===== src/rtl/wm_embedder.sv =====
// ---------------------------------------------------------------------------
// wm_embedder
//   Streaming watermark embedder placed directly after the LFSR watermark
//   generator. Each accepted pixel has its 1 or 2 LSBs replaced by the
//   generator's wm_data, then leaves through a 1-deep registered output stage.
//   wm_advance steps the generator exactly once per embedded pixel.
//
// Ports
//   clk, rst_n            clock, asynchronous active-low reset
//   start                 1-cycle frame start pulse (honoured in IDLE only)
//   wm_select             0: 1-LSB embed, 1: 2-LSB embed (latched at start)
//   wm_data[1:0]          current generator output
//   wm_advance            generator clock enable (= pix_in_valid & pix_in_ready)
//   pix_in/_valid/_ready  input pixel stream
//   pix_out/_valid/_ready output pixel stream, pix_out_last marks final pixel
//   busy                  high while in EMBED or DRAIN
//   done                  1-cycle pulse after the last pixel has left
//   state_dbg[1:0]        current FSM state
//   wm_checksum[15:0]     (WM_CHECKSUM_EN only) sum of embedded bits in frame
//
// Handshake: a transfer happens on a rising edge where valid and ready are
// both high; valid never depends on ready, and the output stage holds pix_out
// stable while pix_out_valid is high and pix_out_ready is low.
//
// Configuration: define WM_CHECKSUM_EN to add the wm_checksum accumulator.
// ---------------------------------------------------------------------------
module wm_embedder #(
  parameter int PIX_W      = 8,
  parameter int NUM_PIXELS = 4096
) (
  input  logic             clk,
  input  logic             rst_n,
  input  logic             start,
  input  logic             wm_select,
  input  logic [1:0]       wm_data,
  output logic             wm_advance,
  input  logic [PIX_W-1:0] pix_in,
  input  logic             pix_in_valid,
  output logic             pix_in_ready,
  output logic [PIX_W-1:0] pix_out,
  output logic             pix_out_valid,
  input  logic             pix_out_ready,
  output logic             pix_out_last,
  output logic             busy,
  output logic             done,
`ifdef WM_CHECKSUM_EN
  output logic [15:0]      wm_checksum,
`endif
  output logic [1:0]       state_dbg
);

  localparam int CNT_W = $clog2(NUM_PIXELS);
  localparam logic [CNT_W-1:0] LAST_IDX = CNT_W'(NUM_PIXELS - 1);

  localparam logic [1:0] S_IDLE  = 2'd0;
  localparam logic [1:0] S_EMBED = 2'd1;
  localparam logic [1:0] S_DRAIN = 2'd2;
  localparam logic [1:0] S_DONE  = 2'd3;

  logic [1:0]       state;
  logic [CNT_W-1:0] count;
  logic             mode;
  logic             accept;
  logic             take;
  logic [PIX_W-1:0] embedded;

  // The output slot frees up in the same cycle it is taken, so a new pixel
  // can be accepted every cycle while downstream keeps up.
  assign pix_in_ready = (state == S_EMBED) && (!pix_out_valid || pix_out_ready);
  assign accept       = pix_in_valid && pix_in_ready;
  assign take         = pix_out_valid && pix_out_ready;
  assign wm_advance   = accept;
  assign busy         = (state == S_EMBED) || (state == S_DRAIN);
  assign done         = (state == S_DONE);
  assign state_dbg    = state;

  assign embedded = mode ? {pix_in[PIX_W-1:2], wm_data}
                         : {pix_in[PIX_W-1:1], wm_data[0]};

`ifdef WM_CHECKSUM_EN
  // Number of watermark bits actually inserted into the current pixel.
  logic [1:0] ins_bits;
  assign ins_bits = mode ? ({1'b0, wm_data[1]} + {1'b0, wm_data[0]})
                         : {1'b0, wm_data[0]};

  always_ff @(posedge clk or negedge rst_n) begin
    if (!rst_n) begin
      wm_checksum <= '0;
    end else if (state == S_IDLE && start) begin
      wm_checksum <= '0;
    end else if (accept) begin
      wm_checksum <= wm_checksum + {14'd0, ins_bits};
    end
  end
`endif

  always_ff @(posedge clk or negedge rst_n) begin
    if (!rst_n) begin
      state         <= S_IDLE;
      count         <= '0;
      mode          <= 1'b0;
      pix_out       <= '0;
      pix_out_valid <= 1'b0;
      pix_out_last  <= 1'b0;
    end else begin
      case (state)
        S_IDLE: begin
          if (start) begin
            state <= S_EMBED;
            count <= '0;
            mode  <= wm_select;
          end
        end
        S_EMBED: begin
          if (accept) begin
            pix_out       <= embedded;
            pix_out_valid <= 1'b1;
            count         <= count + 1'b1;
            if (count == LAST_IDX) begin
              pix_out_last <= 1'b1;
              state        <= S_DRAIN;
            end
          end else if (take) begin
            pix_out_valid <= 1'b0;
          end
        end
        S_DRAIN: begin
          if (take) begin
            pix_out_valid <= 1'b0;
            pix_out_last  <= 1'b0;
            state         <= S_DONE;
          end
        end
        S_DONE: begin
          state <= S_IDLE;
        end
        default: begin
          state <= S_IDLE;
        end
      endcase
    end
  end

endmodule

===== config.mk =====
export PLATFORM = sky130hd
export DESIGN_NAME = wm_embedder
export DESIGN_NICKNAME = d
export VERILOG_FILES = /design/src/rtl/wm_embedder.sv
export SDC_FILE = /design/constraint.sdc
export NUM_CORES = 1
export LEC_CHECK = 0
export CAP_MARGIN = 5
export CELL_PAD_IN_SITES_DETAIL_PLACEMENT = 1
export CELL_PAD_IN_SITES_GLOBAL_PLACEMENT = 1
export CORE_MARGIN = 2
export CORE_UTILIZATION = 28
export DETAILED_ROUTE_END_ITERATION = 10
export GPL_TIMING_DRIVEN = 0
export HOLD_SLACK_MARGIN = 0.05
export PLACE_DENSITY = 0.63
export SLEW_MARGIN = 30
export SYNTH_ARGS = -nofsm -noshare
export SYNTH_HDL_FRONTEND = slang
export SYNTH_SLANG_ARGS = --single-unit

===== constraint.sdc =====
create_clock -name clk -period 2.15 [get_ports clk]
set_input_delay 0.43 -clock clk [delete_from_list [all_inputs] [get_ports clk]]
set_output_delay 0.43 -clock clk [all_outputs]
set_load 0.05 [all_outputs]

# Word level (Yosys, flattened, before mapping)
# Cells that the tools add are included.
# word_totals
register_bits,25
inputBits,16
output_inout_bits,16
wordCells,45
# op_classes
add_sub_neg,1
eq_ne,8
muxes,16
reduce_logical,14
# ops
op,n
two-way mux 12 bit,2
case mux 12 bit (2 select lines),1
adder 12 x 1 -> 12 bit (second input constant),1
equality test 12 bit (second input constant),1
two-way mux 2 bit,5
case mux 2 bit (4 select lines),1
AND reduction 4 bit,2
inequality test 2 bit (second input constant),3
two-way mux 1 bit,5
equality test 2 bit (second input constant),2
case mux 1 bit (2 select lines),2
AND reduction 2 bit,2
nonzero test 2 bit,2
logical AND 1 bit,3
AND reduction 3 bit,1
equality test 2 x 1 -> 1 bit (second input constant),1
zero test 2 bit,1
logical OR 1 bit,2
inequality test 2 x 1 -> 1 bit (second input constant),1
zero test 1 bit,1

# Depth between registers and ports, before layout
# Gate-level depths: netlist (run 1).
# depth
ltp_word,6
depth_mapped,8
mapped_depth_nobuf,7

# Worst setup path after synthesis (run 1)
# Ideal clock, no wire load.
# synth_timing
path_type,register to register
start,"register state[1], in the netlist state_dbg[1]"
end,register pix_out[0]
setup_ns,0.125
arrival_ns,1.975
t_required_ns,2.025
slack_ns,0.050
path_stages_with_launch,7
n_path_buf,2
synth_period_minus_slack_ns,2.100
path_cell_list,dfrtp_1 > inv_1 > ha_1 > clkbuf_8 > and3_1 > buf_2 > mux2_2
# synth_between
elab_chain_len,4
# synth_lines
item,line,rtl
"start, declared",60,logic [1:0] state;
"start signal, assigned",99,state <= S_IDLE;
"start signal, assigned",109,state <= S_EMBED;
"start signal, assigned",121,state <= S_DRAIN;
equality test 2 x 1 -> 1 bit,69,assign pix_in_ready = (state == S_EMBED) && (!pix_out_valid || pix_out_ready);
logical AND 1 bit,69,
logical AND 1 bit,70,assign accept = pix_in_valid && pix_in_ready;
named net wm_advance,36,"output logic wm_advance,"
AND reduction 2 bit (no source line),--,
"end signal, assigned",116,pix_out <= embedded;
"end, declared",40,"output logic [PIX_W-1:0] pix_out,"
# The timed path passes the listed nets, and every way through them passes these cells.
# A chain may end at the register's enable or synchronous reset.

# Worst setup path in the final report (run 1)
# layout_timing
start,"register state[0], in the netlist state_dbg[0]"
end,output busy
# layout_between
elab_chain_len,2
word_cells_on_any_way,3
classes_between,eq/ne: 2; reduce/logical: 1
# layout_lines
item,line,rtl
equality test 2 x 1 -> 1 bit / equality test 2 bit (equally long branches),73,assign busy = (state == S_EMBED) || (state == S_DRAIN);
logical OR 1 bit (*),73,
"end, declared",44,"output logic busy,"
# Every way passes the cells marked *; elsewhere a longest branch is shown, timed or not.

==> results of run 1 <==
[power by group]
group	switching [mW]	internal, mW
registers	0.117	0.614
logic	1.01	0.623
clock network	0.167	0.136
total	1.30	1.37
[cells by family after synthesis]
kind of cell             share of synthesized area
flip-flops                                   0.473
AND/OR/NAND/NOR                              0.203
adder cells (fa/ha/maj)                     0.0567
buffers and inverters                       0.0350
AO/OA/AOI/OAI                               0.0822
multiplexers                                0.0841
XOR/XNOR                                    0.0662
[layout make-up]
type	instances	area (um^2)	share of cell area
buffer	4	37.5	0.0210
clock buffer	3	41.3	0.0231
clock inverter	1	8.76	0.00490
inverter	5	18.8	0.0105
multi-input combinational	90	669	0.374
sequential	25	626	0.350
tap	54	67.6	0.0378
timing repair buffer	33	320	0.179
[placed cells by master, fill, tap and decap left out, drive strengths merged, types with 2 or more instances in the layout]
cell           netlist  final
a31oi                2      2
and2                 2      2
and3                 4      4
buf                  2      8
clkbuf               2      5
clkdlybuf4s50        0     25
dfrtp               25     25
ha                   6      6
inv                  5      6
mux2                 9      9
nand2                7      7
nand2b               2      2
nand3                5      5
nand4                7      7
nor2                17     17
nor2b                2      2
nor3b                2      2
o21ai                6      6
xor2                10     10
[flip-flops by register name (all words and copies together) (netlist names)]
signal,flops
state_dbg,2
pix_out,8
mode,1
pix_out_valid,1
count,12
pix_out_last,1
[routing by layer]
| layer | GRT usage | vias to the layer above | wire, um |
|---|---|---|---|
| li1 | - | 502 | - |
| met1 | 0.171 | 528 | 1410 |
| met2 | 0.231 | 20 | 1590 |
| met3 | 0.0345 | 4 | 102 |
| met4 | 0.0432 | 0 | 44 |
| met5 | 0 | - | 0 |
[worst paths after layout]
kind | cells past startpoint | startpoint | end | slack, ns
worst max-delay path | 3 | state_dbg[0]$_DFFE_PN0P_ | busy | 0.10
worst min-delay path | 1 | rst_n | state_dbg[0]$_DFFE_PN0P_ | 0.14
worst max register to register | 7 | state_dbg[0]$_DFFE_PN0P_ | count[9]$_DFFE_PN0P_ | 0.27
worst min register to register | 1 | pix_out[7]$_DFFE_PN0P_ | pix_out[7]$_DFFE_PN0P_ | 0.52
max in group asynchronous | 1 | rst_n | count[3]$_DFFE_PN0P_ | 1.64
min in group clk | 1 | pix_out[7]$_DFFE_PN0P_ | pix_out[7]$_DFFE_PN0P_ | 0.52
[per-stage QoR]
| step | setup TNS (ns) | hold slack (ns) | power, mW |
|---|---|---|---|
| final | 0 | 0.135 | 2.67 |
| after global routing | 0 | 0.176 | 2.85 |
| after CTS | 0 | 0.160 | 2.70 |
| after detailed placement | -1.69 | 0.473 | 2.34 |
| after global placement | -1.45 | 0.491 | 2.30 |
| after floorplan | 0 | 0.134 | 1.83 |
[what timing repair did]
| item | CTS | global route |
|---|---|---|
| setup endpoints to repair | 3 | 9 |
| pin swaps | 0 | 0 |
| endpoints found under the hold margin | 0 | 0 |
| gates cloned | 0 | 0 |
| setup buffers | 1 | 2 |
| gates resized for setup | 21 | 6 |
==> results list, run 1 <==
* Final Cycle Share: 0.951
* Horiz. Die Dim: 72.8 um
- Effective utilization at floorplan: 0.286
- PwrDens: roughly 1500 nW/um^2
* Critical path start-end classification: reg -> out
- Die Outline Area: 5290 um^2
* # port buffers: 30
* Clock latency on the worst-skew pair: around 0.28 ns
* Share of the yosys chip area belonging to registers: 0.473
* Critical-path maximum fanout: 6
- Synthesis produced approximately 120 cells.
- Cell Area, Placed: 1690 um^2
- The critical path contains buffers and inverters numbering 2 combined.
- At the pin with the least slew margin, the transition time is between 0.5 and 0.6 ns.
- The clock passes through at most 2 buffers.
* Leading register cell type out of synthesis: dfrtp_1
- The path class of the tightest hold or removal check is in -> async.
* Final standard cell count with taps included and fillers excluded: roughly 220
- Kind of capture point of the worst setup path: output pin
- Number of ports placed on the die boundary: 32
- Vias in the first global route: ~1100
* Clock Skew: roughly 0.003 ns
- Delay of the slowest cell on the worst path: roughly 0.43 ns
- Synthesis Warnings: 0
- Summed over all cells, the static leakage comes to ~0.79 nW.
* Shortest clock period the worst path allows after layout: around 2.0 ns
- The first routing iteration left 23 violations.
- Leading post-synthesis cells by instance count: 25 x dfrtp_1, 17 x nor2_1, 10 x xor2_1, 8 x mux2_2
- The first global-routing pass estimated ~5600 um of wire.
- Area share of the largest cell type after synthesis: 0.473
- The number of antenna violations at the first check in global routing came to 0.
- Number of max-cap violations: 0
- In the routed design, unresolved DRC markers number 0.
- Buffer type at the clock tree root: clkbuf_8
- The flow ran to the end, and the final reports show no timing, DRC or antenna violations.
- Total of flip-flops plus latches after synthesis: 25
- Synth top area cells: dfrtp_1 47%, mux2_2 6.8%, xor2_1 6.6%
- Worst Setup Slack post-DPL: -0.838 ns
- Routability Congestion: ~0.76
* Max-slew violations: 0
- 0 antenna diodes ended up in the layout.
* Detailed Route WL: ~3100 um
- CTS saw 25 sinks.
* Startpoint types: flop
- Counting flops with a built-in enable in the synthesized netlist gives 0.
- Measured against its own limit, the worst slew margin works out to 0.618.
- For the worst setup path, the data required time is 1.72 ns.
- Number of H-tree branching levels: 1
* Number of distinct standard cells referenced by the synthesized netlist: 34
- Once placement completed, the tool counted placed cells totaling 208.
- Final Hold Fails: 0
- Once detail routing completed, the nets flagged for antenna violations numbered 0.
- Core footprint: about 4600 um^2
- Per-cell routed wire length: approximately 15 um
- After layout, the worst setup slack is between 0.1 and 0.15 ns.
- FMAX: 0.489 GHz
- TritonCTS created 3 clock buffers.
* Largest net degree at the start of global routing: 26
- Before antenna repair, the detailed router went through 4 iterations.
- Setup violations remaining at the end of the flow were counted as 0.
- Global route overflow: 0
- Among cell families on the critical path, the largest total delay comes from buffers and inverters.
* Async set-or-reset flop fraction in the synthesized netlist: 1.00
* Data arrival time at the worst-slack endpoint: 1.62 ns
- Detailed placement finished with a half-perimeter wire length of around 2400 um.
* Leading area contributor after synthesis: dfrtp_1
- TritonCTS built the clock tree.
- Dividing the synthesized area by the synthesized cell count gives roughly 11 um^2.
- The cell area that synthesis handed to floorplanning was ~1300 um^2.
* Most numerous cell in the Yosys netlist: dfrtp_1
- For this design, the slowest cell found on the critical path is dfrtp_1.
* Ordered cell list for the critical path: inv_1, ha_1, clkdlybuf4s18_2
* NumNets Final: about 180
- Counting the fill cells in the layout gives 530.
- After routing the design area is roughly 1800 um^2.
- The number of nets handed over by synthesis was 146.
- Unrepaired setup endpoints after global routing: false
- CTS Hold Bufs: 0
- Die height: between 70 and 80 um
- Across every metal layer, demand over resource in global routing totals 0.137.
- Drt via density: about 5
- Across all layers, the routed design uses roughly 1100 vias.
- Layout Utilization: 0.386
- P&R area growth vs syn: 35.2%
* Maximum ir drop on the vdd rail: roughly 630 uV
* Layout cell share with drive strength beyond 1: 0.217
- Clk pin slew, worst setup/hold paths: 0.10 ns
- Number of cell rows: 25
(Power assumes the default switching activity.)
==> inputs of run 2 (changes only) <==
ABC_CLOCK_PERIOD_IN_PS = 2150   (was default)
REMOVE_ABC_BUFFERS = 1   (was default)
==> run 2 against run 1 <==
Clock power decreased by 9.2%. Routed wire length grew 0.22%. Die area unchanged. Count of clock-buffer cells in the layout stayed put. Power down 3.6%. Fmax down 2.0%. Utilization shrank 0.95 points. Register-to-register slack worse by 0.10 ns. Worst setup slack worse by 0.043 ns. Sequential cell count unchanged. Cell area decreased by 2.4%. Highest routed layer unchanged.
==> results list, run 2 (synthesized netlist as in run 1, its figures left out) <==
* Result of the run: finished, final reports clean
- STA classifies the critical path endpoint as an output pin.
- The final standard cell count with taps included and fillers excluded is 211 (-1.9%).
- # port buffers: 30 (unchanged)
- Overall track demand over capacity in global routing: 0.131 (-0.00582)
- The number of antenna violations at the first check in global routing came to 0 (unchanged).
- The global-route wire length before repair is 5300 um (-4.8%).
- Starting DRC count in detailed routing: 47 (+100%)
- Max reg flops: 12 (unchanged)
* Layout cell share with drive strength beyond 1: 0.197 (-0.0199)
* Routability Congestion: 0.678 (-11%)
- The count of placed standard cells including taps came to 204 (-1.9%).
* Effective utilization at floorplan: 0.286 (unchanged)
- The chip width is 72.8 um (unchanged).
- The slew of the pin with the lowest slew margin came to 0.580 ns (+0.00716 ns).
- The required time of the critical path is 1.72 ns (about the same).
- Worst R2R Start: state_dbg[0]$_DFFE_PN0P_
- The number of top-level pins was 32 (unchanged).
- The share of the clock period used by the worst path after layout was 0.971 (+0.0198).
* FMAX: 0.479 GHz (-2.0%)
- PwrDens: 1470 nW/um^2 (-1.2%)
- Critical path start-end classification: in -> out
- The number of slew-limit violations in the final report is 0 (unchanged).
* Die Outline Area: 5290 um^2 (unchanged)
- Commonest non-fill, non-tap cells in the layout: 25 x dfrtp_1, 25 x clkdlybuf4s50_1, 16 x nor2_1, 10 x xor2_1, 8 x mux2_2
- Final setup violation count: 0 (unchanged)
- The final critical-path required period came to 2.09 ns (+0.0426 ns).
- Core footprint: 4630 um^2 (unchanged)
- P&R area growth vs syn: 31.9%
- PnR worst setup slack: 0.0619 ns (-0.0426 ns)
- The vertical die dimension is 72.8 um (unchanged).
- Top register by number of flip-flops: count
- Data arrival time at the worst-slack endpoint: 1.66 ns (+0.04 ns)
* Worst Setup Slack post-DPL: -0.905 ns (-0.0669 ns)
- The hold violation count in the final report was 0 (unchanged).
* Number of cell rows: 25 (unchanged)
- The overall routed net length is 3150 um (+0.22%).
- Largest net degree at the start of global routing: 26 (unchanged)
- The number of search-and-repair iterations in the first detailed-routing pass is 4 (unchanged).
- Per-cell routed wire length: 14.9 um (+2.1%)
- Drt via density: 4.93 (+0.54%)
- In this run the worst setup path begins at pix_out_ready.
- Overall power of the completed layout: 2.57 mW (-3.6%)
- CTS tree: done
* Global route overflow: 0 (unchanged)
- The number of global-route vias before repair was 1100 (-3.4%).
- Number of routed nets with antenna violations: 0 (unchanged)
- The number of antenna repair diodes was 0 (unchanged).
- Number of max-cap violations: 0 (unchanged)
* Number of clock buffers inserted by TritonCTS: 3 (unchanged)
- Total number of vias: 1040 (-1.3%)
* Total leakage power: 0.769 nW (-3.2%)
- Clock latency on the worst-skew pair: 0.26 ns (-0.02 ns)
- The number of levels the H-tree was split into is 1 (unchanged).
- In this run the clock root is driven by a clkbuf_8.
* Clk sinks: 25 (unchanged)
- NumNets Final: 180 (-2.2%)
- The clock transition at the registers of the reported paths was 0.09 ns (about the same).
- Count of unresolved DRC violations after routing: 0 (unchanged)
* Unrepaired setup endpoints after global routing: true
* Estimated wirelength of the detail-placed design: 2370 um (-0.29%)
- Critical-path maximum fanout: 7 (+1)
- Worst slew slack as a fraction of its limit: 0.613 (-0.00477)
- Buffers from clock root to sink, at most: 2 (unchanged)
- The worst setup path is launched from a primary input.
- Worst hold path class: in -> async
- The peak supply drop was 677 uV (+7.8%).
- The post-route clock skew is 0.00302 ns (-0.0000598 ns).
run 2: changes by cell type in the layout (fill, tap and decap cells not counted), sizes merged:
cell,change
buf,-2
clkbuf,-2
inv,-1
clkinv,+1
run 2: path summary, 6_finish.rpt:
check	to	slack (ns)	cells after the start
max	wm_advance	0.06	4
min	state_dbg[0]$_DFFE_PN0P_	0.15	1
max reg2reg	count[5]$_DFFE_PN0P_	0.17	7
min reg2reg	pix_out[0]$_DFFE_PN0P_	0.51	1
max in group asynchronous	pix_out[4]$_DFFE_PN0P_	1.62	1
min in group clk	pix_out[0]$_DFFE_PN0P_	0.51	1
run 2: report_power, final:
group	internal (mW)	switching (mW)
clock	0.129	0.146
combinational	0.577	0.998
sequential	0.614	0.111
total	1.32	1.25
run 2: layer usage:
layer  vias up  track usage  wire, um
met3         4       0.0276        82
met1       525        0.162      1380
met5         -            0         0
met4         0       0.0576        73
li1        493            -         -
met2        18        0.219      1620
run 2: what timing repair did:
item,4_1_cts,5_1_grt
gates resized for setup,15,7
setup buffers,0,3
hold buffers,0,0
pin swaps,0,1
endpoints found under the setup margin,3,11
run 2: final cells by class:
class | instances | area (um^2)
clock buffer | 3 | 41.3
clock inverter | 1 | 5.00
fill | 520 | 2880
tap | 54 | 67.6
inverter | 5 | 18.8
timing repair buffer | 33 | 313
sequential | 25 | 626
multi-input combinational | 90 | 674
run 2: stage by stage:
step | cell area [um^2] | TNS (ns) | hold WS (ns) | utilization
floorplan | 1300 | -1.24 | 0.134 | -
global route | 1750 | -0.0166 | 0.181 | 0.377
global placement | 1660 | -1.63 | 0.494 | 0.359
CTS | 1710 | -0.0200 | 0.181 | 0.370
finish | 1750 | 0 | 0.153 | 0.377
detailed placement | 1660 | -2.12 | 0.480 | 0.358
run 2: worst max-delay path: stages:
cell and delay [ns]:
clkdlybuf4s50_1 0.53, nand2b_1 0.22, and3_4 0.27, buf_4 0.21
